### src/rtl/led_trail_pwm.sv
//==============================================================================
// Module      : led_trail_pwm
// Description : Per-channel brightness with load/decay, rendered as
//               period-latched PWM to form a fading LED trail.
// Revision    : 1.0 - initial release
//==============================================================================
`default_nettype none
`timescale 1ns/1ps

module led_trail_pwm #(
    parameter int N_LEDS     = 8,
    parameter int PWM_BITS   = 8,
    parameter int DECAY_DIV  = 480000,
    parameter int DECAY_STEP = 16
) (
    input  logic                         clk,
    input  logic                         reset_n,
    input  logic                         enable,
    input  logic [N_LEDS-1:0]            pattern,
    input  logic                         pattern_valid,
    input  logic [PWM_BITS-1:0]          max_level,
    output logic [N_LEDS-1:0]            led_out,
    output logic [N_LEDS*PWM_BITS-1:0]   level,
    output logic                         busy
);

    localparam int                   PS_W       = (DECAY_DIV > 1) ? $clog2(DECAY_DIV) : 1;
    localparam logic [PS_W-1:0]      C_PS_LAST  = PS_W'(DECAY_DIV - 1);
    // PERIOD-1 = 2^PWM_BITS-2, so all-ones brightness is never reached by the counter
    localparam logic [PWM_BITS-1:0]  C_PWM_LAST = {{(PWM_BITS-1){1'b1}}, 1'b0};
    localparam logic [PWM_BITS-1:0]  C_STEP     = PWM_BITS'(DECAY_STEP);

    logic [PS_W-1:0]            ps_q, ps_d;
    logic [PWM_BITS-1:0]        pwm_cnt_q, pwm_cnt_d;
    logic                       busy_q;
    logic                       w_decay_tick;
    logic                       w_wrap;
    logic [N_LEDS*PWM_BITS-1:0] w_level_next;

    always_comb begin
        w_decay_tick = enable && (ps_q == C_PS_LAST);
        w_wrap       = enable && (pwm_cnt_q == C_PWM_LAST);
        ps_d         = (!enable || w_decay_tick) ? '0 : ps_q + PS_W'(1);
        pwm_cnt_d    = (!enable || w_wrap) ? '0 : pwm_cnt_q + PWM_BITS'(1);
    end

    always_ff @(posedge clk or negedge reset_n) begin
        if (!reset_n) begin
            ps_q      <= '0;
            pwm_cnt_q <= '0;
            busy_q    <= 1'b0;
        end else begin
            ps_q      <= ps_d;
            pwm_cnt_q <= pwm_cnt_d;
            busy_q    <= |w_level_next;
        end
    end

    generate
        for (genvar i = 0; i < N_LEDS; i++) begin : g_chan
            logic [PWM_BITS-1:0] lvl_q, lvl_d;
            logic [PWM_BITS-1:0] shadow_q, shadow_d;
            logic                led_q, led_d;

            // A load on the same edge as a decay tick takes priority
            always_comb begin
                lvl_d = lvl_q;
                if (pattern_valid && pattern[i]) begin
                    lvl_d = max_level;
                end else if (w_decay_tick) begin
                    lvl_d = (lvl_q > C_STEP) ? (lvl_q - C_STEP) : '0;
                end
                shadow_d = w_wrap ? lvl_q : shadow_q;
                led_d    = enable && (pwm_cnt_q < shadow_q);
            end

            always_ff @(posedge clk or negedge reset_n) begin
                if (!reset_n) begin
                    lvl_q    <= '0;
                    shadow_q <= '0;
                    led_q    <= 1'b0;
                end else begin
                    lvl_q    <= lvl_d;
                    shadow_q <= shadow_d;
                    led_q    <= led_d;
                end
            end

            assign level[i*PWM_BITS +: PWM_BITS]        = lvl_q;
            assign w_level_next[i*PWM_BITS +: PWM_BITS] = lvl_d;
            assign led_out[i]                           = led_q;
        end
    endgenerate

    assign busy = busy_q;

endmodule

`default_nettype wire

### config.mk
export PLATFORM = sky130hd
export DESIGN_NAME = led_trail_pwm
export DESIGN_NICKNAME = d
export VERILOG_FILES = /design/src/rtl/led_trail_pwm.sv
export SDC_FILE = /design/constraint.sdc
export NUM_CORES = 1
export LEC_CHECK = 0
export ABC_AREA = 1
export CELL_PAD_IN_SITES_DETAIL_PLACEMENT = 1
export CELL_PAD_IN_SITES_GLOBAL_PLACEMENT = 1
export CORE_ASPECT_RATIO = 0.8
export CORE_UTILIZATION = 48
export CTS_BUF_LIST = sky130_fd_sc_hd__clkbuf_4
export CTS_CLUSTER_SIZE = 25
export DETAILED_ROUTE_END_ITERATION = 16
export PLACE_DENSITY_LB_ADDON = 0.1
export SYNTH_ARGS = -nofsm -noshare
export SYNTH_HDL_FRONTEND = slang
export SYNTH_SLANG_ARGS = --single-unit
### constraint.sdc
create_clock -name clk -period 6.3 [get_ports clk]
set_input_delay 1.89 -clock clk [delete_from_list [all_inputs] [get_ports clk]]
set_output_delay 1.89 -clock clk [all_outputs]
set_load 0.02 [all_outputs]
==> results.cfg, run 1 <==
[finish]
seq_area_um2 = 4104
antenna_cells = 0
layout_commonest_cell = nand2_1
multi_input_area_um2 = 4648
nNetsFinal = 1389
area_delta_synth_final_pct = 14.28
final_cell_mix = nand2_1, dfrtp_1, inv_1
fin_area_um2 = 10880
drive_gt1_share_pct = 4.591
nFillCells = 2411

[clock_network]
cts_tree = yes
cts_max_path_buffers = 2
cts_setup_buffers = 0
clk_pin_slew_ns = 0.13
clkLatencyLatePin_ns = 0.59
cts-buffers-inserted = 17
htreeDepth = 4
cts_root_buf = clkbuf_4
hold_buffers = 0
cts.sinks = 164
cts_resized = 0

[setup_path]
crit_start = enable
cp_max_fo = 12
ff2ff_path_depth = 14
r2r_setup_slack_ns = 3.26
path_class = in -> reg
reg2reg_from = ps_q[0]
cp.arrival_ns = 4.61
required_ns = 6.77
cp-start-kind = input port
cp-end-kind = flip-flop
endpoint = busy
r2r_end = busy

[placement]
io_buffers = 92
gp_routability_congestion = 0.8652
placed_cell_area_um2 = 10610
dp_hpwl_um = 21220

[sta]
setup_viol_count_final = 0
period_minus_slack_ns = 4.137
hold_violations = 0
slew_viol_final = 0
fin_crit_sh_pct = 65.67
slew-limit-headroom_pct = 24.59
timing.fmax_mhz = 241.7
worst_pin_slew_ns = 1.125
tns_ns = 0
rsz0062_at_grt = false
fin_skew_ns = 0.02782

[die]
initial_core_util_pct = 49.59
dieWidth_um = 159.5
io_pins = 93
core_um2 = 19200
die_height_um = 128.0
num_rows = 45
die-area_um2 = 20410

[global_routing]
grt_max_degree = 101
grt_pass1_wl_um = 47720
antenna_found_initial = 1
grt_pass1_vias = 8727
grt_usage_pct = 30.56
gr-total-overflow = 0

[power]
powerDensity_nw_per_um2 = 221.2
vdd_drop_max_mv = 0.1065
p_total_mw = 2.407
p_leak_nw = 5.367

[run_status]
status = finished clean

[synth]
yosysUniqueCellTypes = 37
avgSynthCellArea_um2 = 7.817
seq_area_frac_synth_pct = 43.10
syn_inst = 1218
synth_top_area_share_pct = 43.10
yosysTopAreaCell = dfrtp_1
synth-warning-count = 0
synth-seq-cells = 164
syn-num-nets = 1313
synth.area.top_cells = dfrtp_1, nand2_1, ha_1
syn_area_um2 = 9522

[min_path]
hold_path.class = reg -> reg

[run]
maxCapViolCount = 0

[routing]
vias = 8475
antenna_left = 0
routed_wirelength_um = 29540
drtIter0Drc = 633
via_per_inst = 5.415
firstDrtPassIters = 5
drc = 0
wl_per_cell_um = 18.87
[through the flow]
step	hold slack [ns]	std cells	worst slack, ns	util (%)
after floorplan	0.4326	1218	2.982	-
after global placement	0.4472	1533	1.696	55.26
after detailed placement	0.4652	1533	1.558	55.26
after CTS	0.4959	1565	2.178	56.68
after global routing	0.5241	1565	2.018	56.68
final	0.5027	1565	2.163	56.68
[cells by family after synthesis]
family / Yosys count / share of synthesized area (%)
mux: 1 / 0.1183
xor+xnor: 21 / 1.932
buf+inv: 194 / 8.213
compound gates: 171 / 9.527
simple gates: 592 / 27.25
fa+ha+maj: 75 / 9.855
flops: 164 / 43.10
[cell type report]
type,instances,area share (%)
clock inverters,14,1.265
well taps,258,2.967
multi-input cells,860,42.72
clock buffers,18,1.242
inverters,155,5.347
flip-flops and latches,164,37.71
repair buffers,96,8.750
[Yosys cell counts, drive strengths merged]
cell type / instances
a21boi: 8
a21oi: 43
a31o: 1
a31oi: 2
buf: 23
clkbuf: 16
clkinv: 1
dfrtp: 164
ha: 75
inv: 154
mux2: 1
nand2: 354
nand3: 64
nand3b: 3
nand4: 14
nor2: 117
nor3: 20
nor3b: 12
nor4: 2
o211ai: 10
o21ai: 107
or2: 6
xnor2: 3
xor2: 18
[report_power, final]
group	leakage [nW]	switching (mW)	internal (mW)
Sequential	2.15	0.0764	1.11
Clock	0.137	0.402	0.236
Combinational	3.08	0.358	0.224
Total	5.37	0.836	1.57
[sequential cells by signal (all words and copies together) (netlist names)]
| name | count |
|---|---|
| pwm_cnt_q | 8 |
| ps_q | 19 |
| g_chan.shadow_q | 64 |
| g_chan.lvl_q | 64 |
| busy | 1 |
| g_chan.led_q | 8 |
[how the worst min path moves through the flow]
stage | start | to | slack (ns) | depth (start not counted)
floorplan | ps_q[0] | ps_q[0] | 0.43 | 1
global placement | ps_q[0] | ps_q[0] | 0.45 | 1
detailed placement | ps_q[0] | ps_q[0] | 0.47 | 1
CTS | ps_q[0] | ps_q[0] | 0.50 | 1
global route | g_chan[6].shadow_q[2] | g_chan[6].shadow_q[2] | 0.52 | 2
finish | g_chan[7].shadow_q[4] | g_chan[7].shadow_q[4] | 0.50 | 2
[per-layer routing]
metal / vias up / part of all wire [%] / wire [um] / GRT usage (%)
met4: 0 / 1.9 / 573 / 8.145
met5: - / 0 / 0 / 0
met1: 4193 / 48 / 14170 / 42.61
met3: 40 / 4.1 / 1209 / 4.788
met2: 189 / 46 / 13590 / 49.70
li1: 4053 / - / - / -
[worst max-delay path, stage by stage]
cell and delay [ns]:
clkdlybuf4s50_1 0.51, inv_1 0.29, nor3_2 1.00, o21ai_0 0.22
nand3_1 0.15, nand2_1 0.08, nor2_1 0.10, nand2_1 0.05
nor2_1 0.08, nand2_1 0.07, nor2_1 0.09, nand2_1 0.05
Power figures use the tool's default switching activity.
==> run 2, diff against run 1 <==
--- a/config.mk
+++ b/config.mk
@@ -9,7 +9,7 @@
 export CELL_PAD_IN_SITES_DETAIL_PLACEMENT = 1
 export CELL_PAD_IN_SITES_GLOBAL_PLACEMENT = 1
 export CORE_ASPECT_RATIO = 0.8
-export CORE_UTILIZATION = 48
+export CORE_UTILIZATION = 44
 export CTS_BUF_LIST = sky130_fd_sc_hd__clkbuf_4
 export CTS_CLUSTER_SIZE = 25
 export DETAILED_ROUTE_END_ITERATION = 16
==> constraint.sdc (replaced) <==
create_clock -name clk -period 4.1 [get_ports clk]
set_input_delay 1.23 -clock clk [delete_from_list [all_inputs] [get_ports clk]]
set_output_delay 1.23 -clock clk [all_outputs]
set_load 0.02 [all_outputs]
==> results.cfg, run 2 (synthesis gave the netlist of run 1 again) <==
[run_status]
status = complete, but fails checks
violations = DRC

[sta]
worst_pin_slew_ns = 0.7759
timing.fmax_mhz = 323.7
period_minus_slack_ns = 3.090
setup_viol_count_final = 0
fin_skew_ns = 0.02614
layout_setup_ws_ns = 1.010
rsz0062_at_grt = false
slew_viol_final = 0
hold_violations = 0
hold_slack_ns = 0.4742
slew-limit-headroom_pct = 48.08
fin_crit_sh_pct = 75.36
tns_ns = 0

[finish]
final_cell_mix = nand2_1, dfrtp_1, inv_1
layout_commonest_cell = nand2_1
top_regs = g_chan.lvl_q: 64 flops, g_chan.shadow_q: 64 flops, ps_q: 19 flops
nNetsFinal = 1395
area_delta_synth_final_pct = 15.41
drive_gt1_share_pct = 5.107
fin_cells = 1582
fin_area_um2 = 10990

[setup_path]
cp-end-kind = primary output
path_class = reg -> out
cp-start-kind = flip-flop
cp.arrival_ns = 1.86
path_cells = clkdlybuf4s50_1
cp_max_fo = 5
required_ns = 2.87
critical-path-top-delay-family = buffers and inverters
cp_slowest_stage_delay_ns = 0.68
cpMaxStageDelayCell = clkdlybuf4s50_1
cp.buffers_inverters = 1

[run]
maxCapViolCount = 0

[die]
initial_core_util_pct = 45.48
num_rows = 47
die-area_um2 = 22240
dieWidth_um = 166.5
die_height_um = 133.6
core_um2 = 20940
io_pins = 93

[placement]
gp_routability_congestion = 0.8584
place_inst = 1550
dp_hpwl_um = 22270
io_buffers = 92
placed_cell_area_um2 = 10710
place_ws_ns = 0.6119

[clock_network]
cts.sinks = 164
cts_tree = yes
cts_max_path_buffers = 2
hold_buffers = 0
cts_setup_buffers = 0
clkLatencyLatePin_ns = 0.60
cts_resized = 0
clk_pin_slew_ns = 0.14
cts_root_buf = clkbuf_4
htreeDepth = 4
cts-buffers-inserted = 17

[global_routing]
antenna_found_initial = 1
grt_pass1_vias = 8547
grt_pass1_wl_um = 48100
gr-total-overflow = 0
grt_usage_pct = 28.26
grt_max_degree = 79

[routing]
drc = 1
wl_per_cell_um = 18.94
firstDrtPassIters = 11
routed_wirelength_um = 29960
vias = 8434
antenna_left = 0
via_per_inst = 5.331
drtIter0Drc = 553

[power]
clkPwrFrac_pct = 27.0
vdd_drop_max_mv = 0.1600
powerDensity_nw_per_um2 = 342.4
seq_power_share_pct = 48.6
p_int_mw = 2.477
p_comb_share_pct = 24.4
swShare_pct = 34.17
p_leak_nw = 5.430
power_switching_mw = 1.286

[min_path]
hold_path.class = reg -> reg
run 2: changes by cell type in the layout (fill, tap and decap cells not counted):
| cell | delta |
|---|---|
| clkinv_1 | -2 |
| bufinv_16 | +1 |
| buf_4 | +3 |
| inv_6 | -1 |
| clkinv_4 | -2 |
| diode_2 | +1 |
| clkbuf_4 | +1 |
| clkinvlp_4 | -2 |
| buf_12 | +3 |
| clkinv_2 | +4 |
run 2: power by group through the flow:
| stage | sequential (mW) | clock (mW) | combinational (mW) |
|---|---|---|---|
| after floorplan | 1.91 | 0 | 0.423 |
| after global placement | 1.86 | 0 | 0.892 |
| after detailed placement | 1.86 | 0 | 0.911 |
| after CTS | 1.83 | 1.05 | 0.919 |
| after global routing | 1.84 | 1.10 | 1.01 |
| final | 1.83 | 1.02 | 0.918 |
run 2: area by class of cell:
class | count | area [um^2]
Multi-Input combinational cell | 860 | 4648
Fill cell | 2606 | 9946
Clock inverter | 12 | 138.9
Timing Repair Buffer | 102 | 1035
Inverter | 155 | 581.8
Antenna cell | 1 | 2.502
Sequential cell | 164 | 4104
Tap cell | 269 | 336.6
Clock buffer | 19 | 142.6
run 2: per-stage QoR:
step | power [mW] | util, %
finish | 3.763 | 52.49
floorplan | 2.335 | -
detailed placement | 2.767 | 51.14
CTS | 3.792 | 52.48
global route | 3.948 | 52.49
global placement | 2.748 | 51.14
run 2: worst paths after layout:
| path | start | endpoint | slack [ns] | cells past startpoint |
|---|---|---|---|---|
| worst max-delay path | g_chan[5].lvl_q[7] | level[47] | 1.01 | 1 |
| worst min-delay path | ps_q[0] | ps_q[0] | 0.47 | 1 |
| worst max register to register | ps_q[0] | busy | 1.36 | 14 |
| worst min register to register | ps_q[0] | ps_q[0] | 0.47 | 1 |
| max in group asynchronous | reset_n | g_chan[6].shadow_q[5] | 2.63 | 2 |
| min in group asynchronous | reset_n | ps_q[11] | 0.56 | 1 |
run 2: layer usage:
metal / GRT usage, % / vias to the layer above / share of wire (%)
met3: 4.694 / 29 / 5.1
met5: 0 / - / 0
li1: - / 4055 / -
met1: 42.21 / 4156 / 51
met4: 6.842 / 0 / 1.3
met2: 42.51 / 194 / 43
==> run 3, diff against run 2 <==
==> constraint.sdc (replaced) <==
create_clock -name clk -period 2.9 [get_ports clk]
set_input_delay 0.87 -clock clk [delete_from_list [all_inputs] [get_ports clk]]
set_output_delay 0.87 -clock clk [all_outputs]
set_load 0.02 [all_outputs]
==> results.cfg, run 3 (synthesis gave the netlist of run 1 again) <==
[setup_path]
critical-path-top-delay-family = buffers and inverters
required_ns = 2.03
ff2ff_path_depth = 14
cpMaxStageDelayCell = clkdlybuf4s50_1
cp.buffers_inverters = 1
path_class = reg -> out
cp-start-kind = flip-flop
r2r_setup_slack_ns = 0.23
cp.arrival_ns = 1.80
path_cells = clkdlybuf4s50_1
cp-end-kind = primary output
cp_max_fo = 5
r2r_end = busy
reg2reg_from = ps_q[0]
cp_slowest_stage_delay_ns = 0.67

[sta]
timing.fmax_mhz = 374.4
slew-limit-headroom_pct = 53.84
fin_skew_ns = 0.02431
hold_violations = 0
setup_viol_count_final = 0
rsz0062_at_grt = false
fin_crit_sh_pct = 92.10
period_minus_slack_ns = 2.671
slew_viol_final = 0
hold_slack_ns = 0.1018
worst_pin_slew_ns = 0.6924

[global_routing]
grt_pass1_wl_um = 49880
grt_pass1_vias = 8954
gr-total-overflow = 0
grt_usage_pct = 29.28
antenna_found_initial = 1
grt_max_degree = 56

[clock_network]
clkLatencyLatePin_ns = 0.57
clk_pin_slew_ns = 0.14
cts_max_path_buffers = 2
cts_root_buf = clkbuf_4
cts.sinks = 164
cts_setup_buffers = 0
cts-buffers-inserted = 17
htreeDepth = 4
cts_tree = yes

[routing]
antenna_left = 0
routed_wirelength_um = 30680
via_per_inst = 5.265
wl_per_cell_um = 18.96
vias = 8519
drc = 1
firstDrtPassIters = 11
drtIter0Drc = 554

[die]
initial_core_util_pct = 45.48
num_rows = 47
die_height_um = 133.6
io_pins = 93
core_um2 = 20940
die-area_um2 = 22240
dieWidth_um = 166.5

[finish]
drive_gt1_share_pct = 7.567
layout_commonest_cell = nand2_1
fin_area_um2 = 11330
final_cell_mix = nand2_1, dfrtp_1, inv_1
nNetsFinal = 1431
nFillCells = 2635
top_regs = g_chan.lvl_q: 64 flops, g_chan.shadow_q: 64 flops, ps_q: 19 flops
area_delta_synth_final_pct = 18.99

[placement]
io_buffers = 92
dp_hpwl_um = 23340
placed_cell_area_um2 = 11000
gp_routability_congestion = 0.8851

[run]
maxCapViolCount = 0

[run_status]
violations = DRC
status = complete, but fails checks

[power]
seq_power_share_pct = 46.6
power_switching_mw = 1.819
vdd_drop_max_mv = 0.2500
swShare_pct = 33.00
p_int_mw = 3.692
clkPwrFrac_pct = 29.0
powerDensity_nw_per_um2 = 486.5
p_comb_share_pct = 24.4
p_leak_nw = 5.633

[min_path]
hold_path.class = in -> async
[run 3: cell count changes in the layout (fill, tap and decap cells not counted)]
cell / delta
clkinv_1: +2
nor2_2: +1
buf_12: +2
buf_4: +34
clkbuf_4: -1
clkinv_2: -2
nor2_1: -1
clkinvlp_4: -1
bufinv_16: +2
[run 3: area by class of cell]
cell class | count | area [um^2] | area share, %
Clock buffer | 18 | 135.1 | 1.193
Inverter | 155 | 581.8 | 5.135
Multi-Input combinational cell | 860 | 4651 | 41.05
Timing Repair Buffer | 138 | 1330 | 11.74
Antenna cell | 1 | 2.502 | 0.02209
Sequential cell | 164 | 4104 | 36.22
Tap cell | 269 | 336.6 | 2.971
Clock inverter | 13 | 188.9 | 1.668
[run 3: layer usage]
metal	part of all wire, %	global-route usage (%)
met2	42	43.74
met4	1.5	7.047
met3	4.8	4.813
met1	52	44.02
met5	0	0
[run 3: repair_timing]
item / in CTS / in global routing
hold buffers: 0 / 0
gates resized for setup: 0 / 1
endpoints found under the hold margin: 0 / 0
setup endpoints to repair: 0 / 1
[run 3: how the worst max path moves through the flow]
stage / from / depth (start not counted) / to
2_1_floorplan: enable / 7 / g_chan[0].shadow_q[0]
4_1_cts: ps_q[0] / 14 / busy
6_report: g_chan[5].lvl_q[7] / 1 / level[47]
3_3_place_gp: enable / 12 / busy
3_5_place_dp: enable / 11 / busy
5_1_grt: ps_q[0] / 14 / busy
[run 3: power by group through the flow]
stage	logic [mW]	clock network [mW]	registers, mW
after global routing	1.48	1.71	2.58
after global placement	1.30	0	2.61
after detailed placement	1.33	0	2.61
after floorplan	0.599	0	2.70
after CTS	1.34	1.62	2.57
final	1.35	1.60	2.57
[run 3: metrics by stage]
stage / util [%] / setup WS (ns) / setup TNS (ns) / power, mW / instances
after global placement: 52.55 / 0.04052 / 0 / 3.913 / 1586
after floorplan: - / 0.6025 / 0 / 3.301 / 1218
after global routing: 54.12 / 0.01444 / 0 / 5.774 / 1618
after detailed placement: 52.55 / -0.07702 / -0.07702 / 3.941 / 1586
after CTS: 54.09 / 0.1939 / 0 / 5.534 / 1617
final: 54.12 / 0.2292 / 0 / 5.512 / 1618
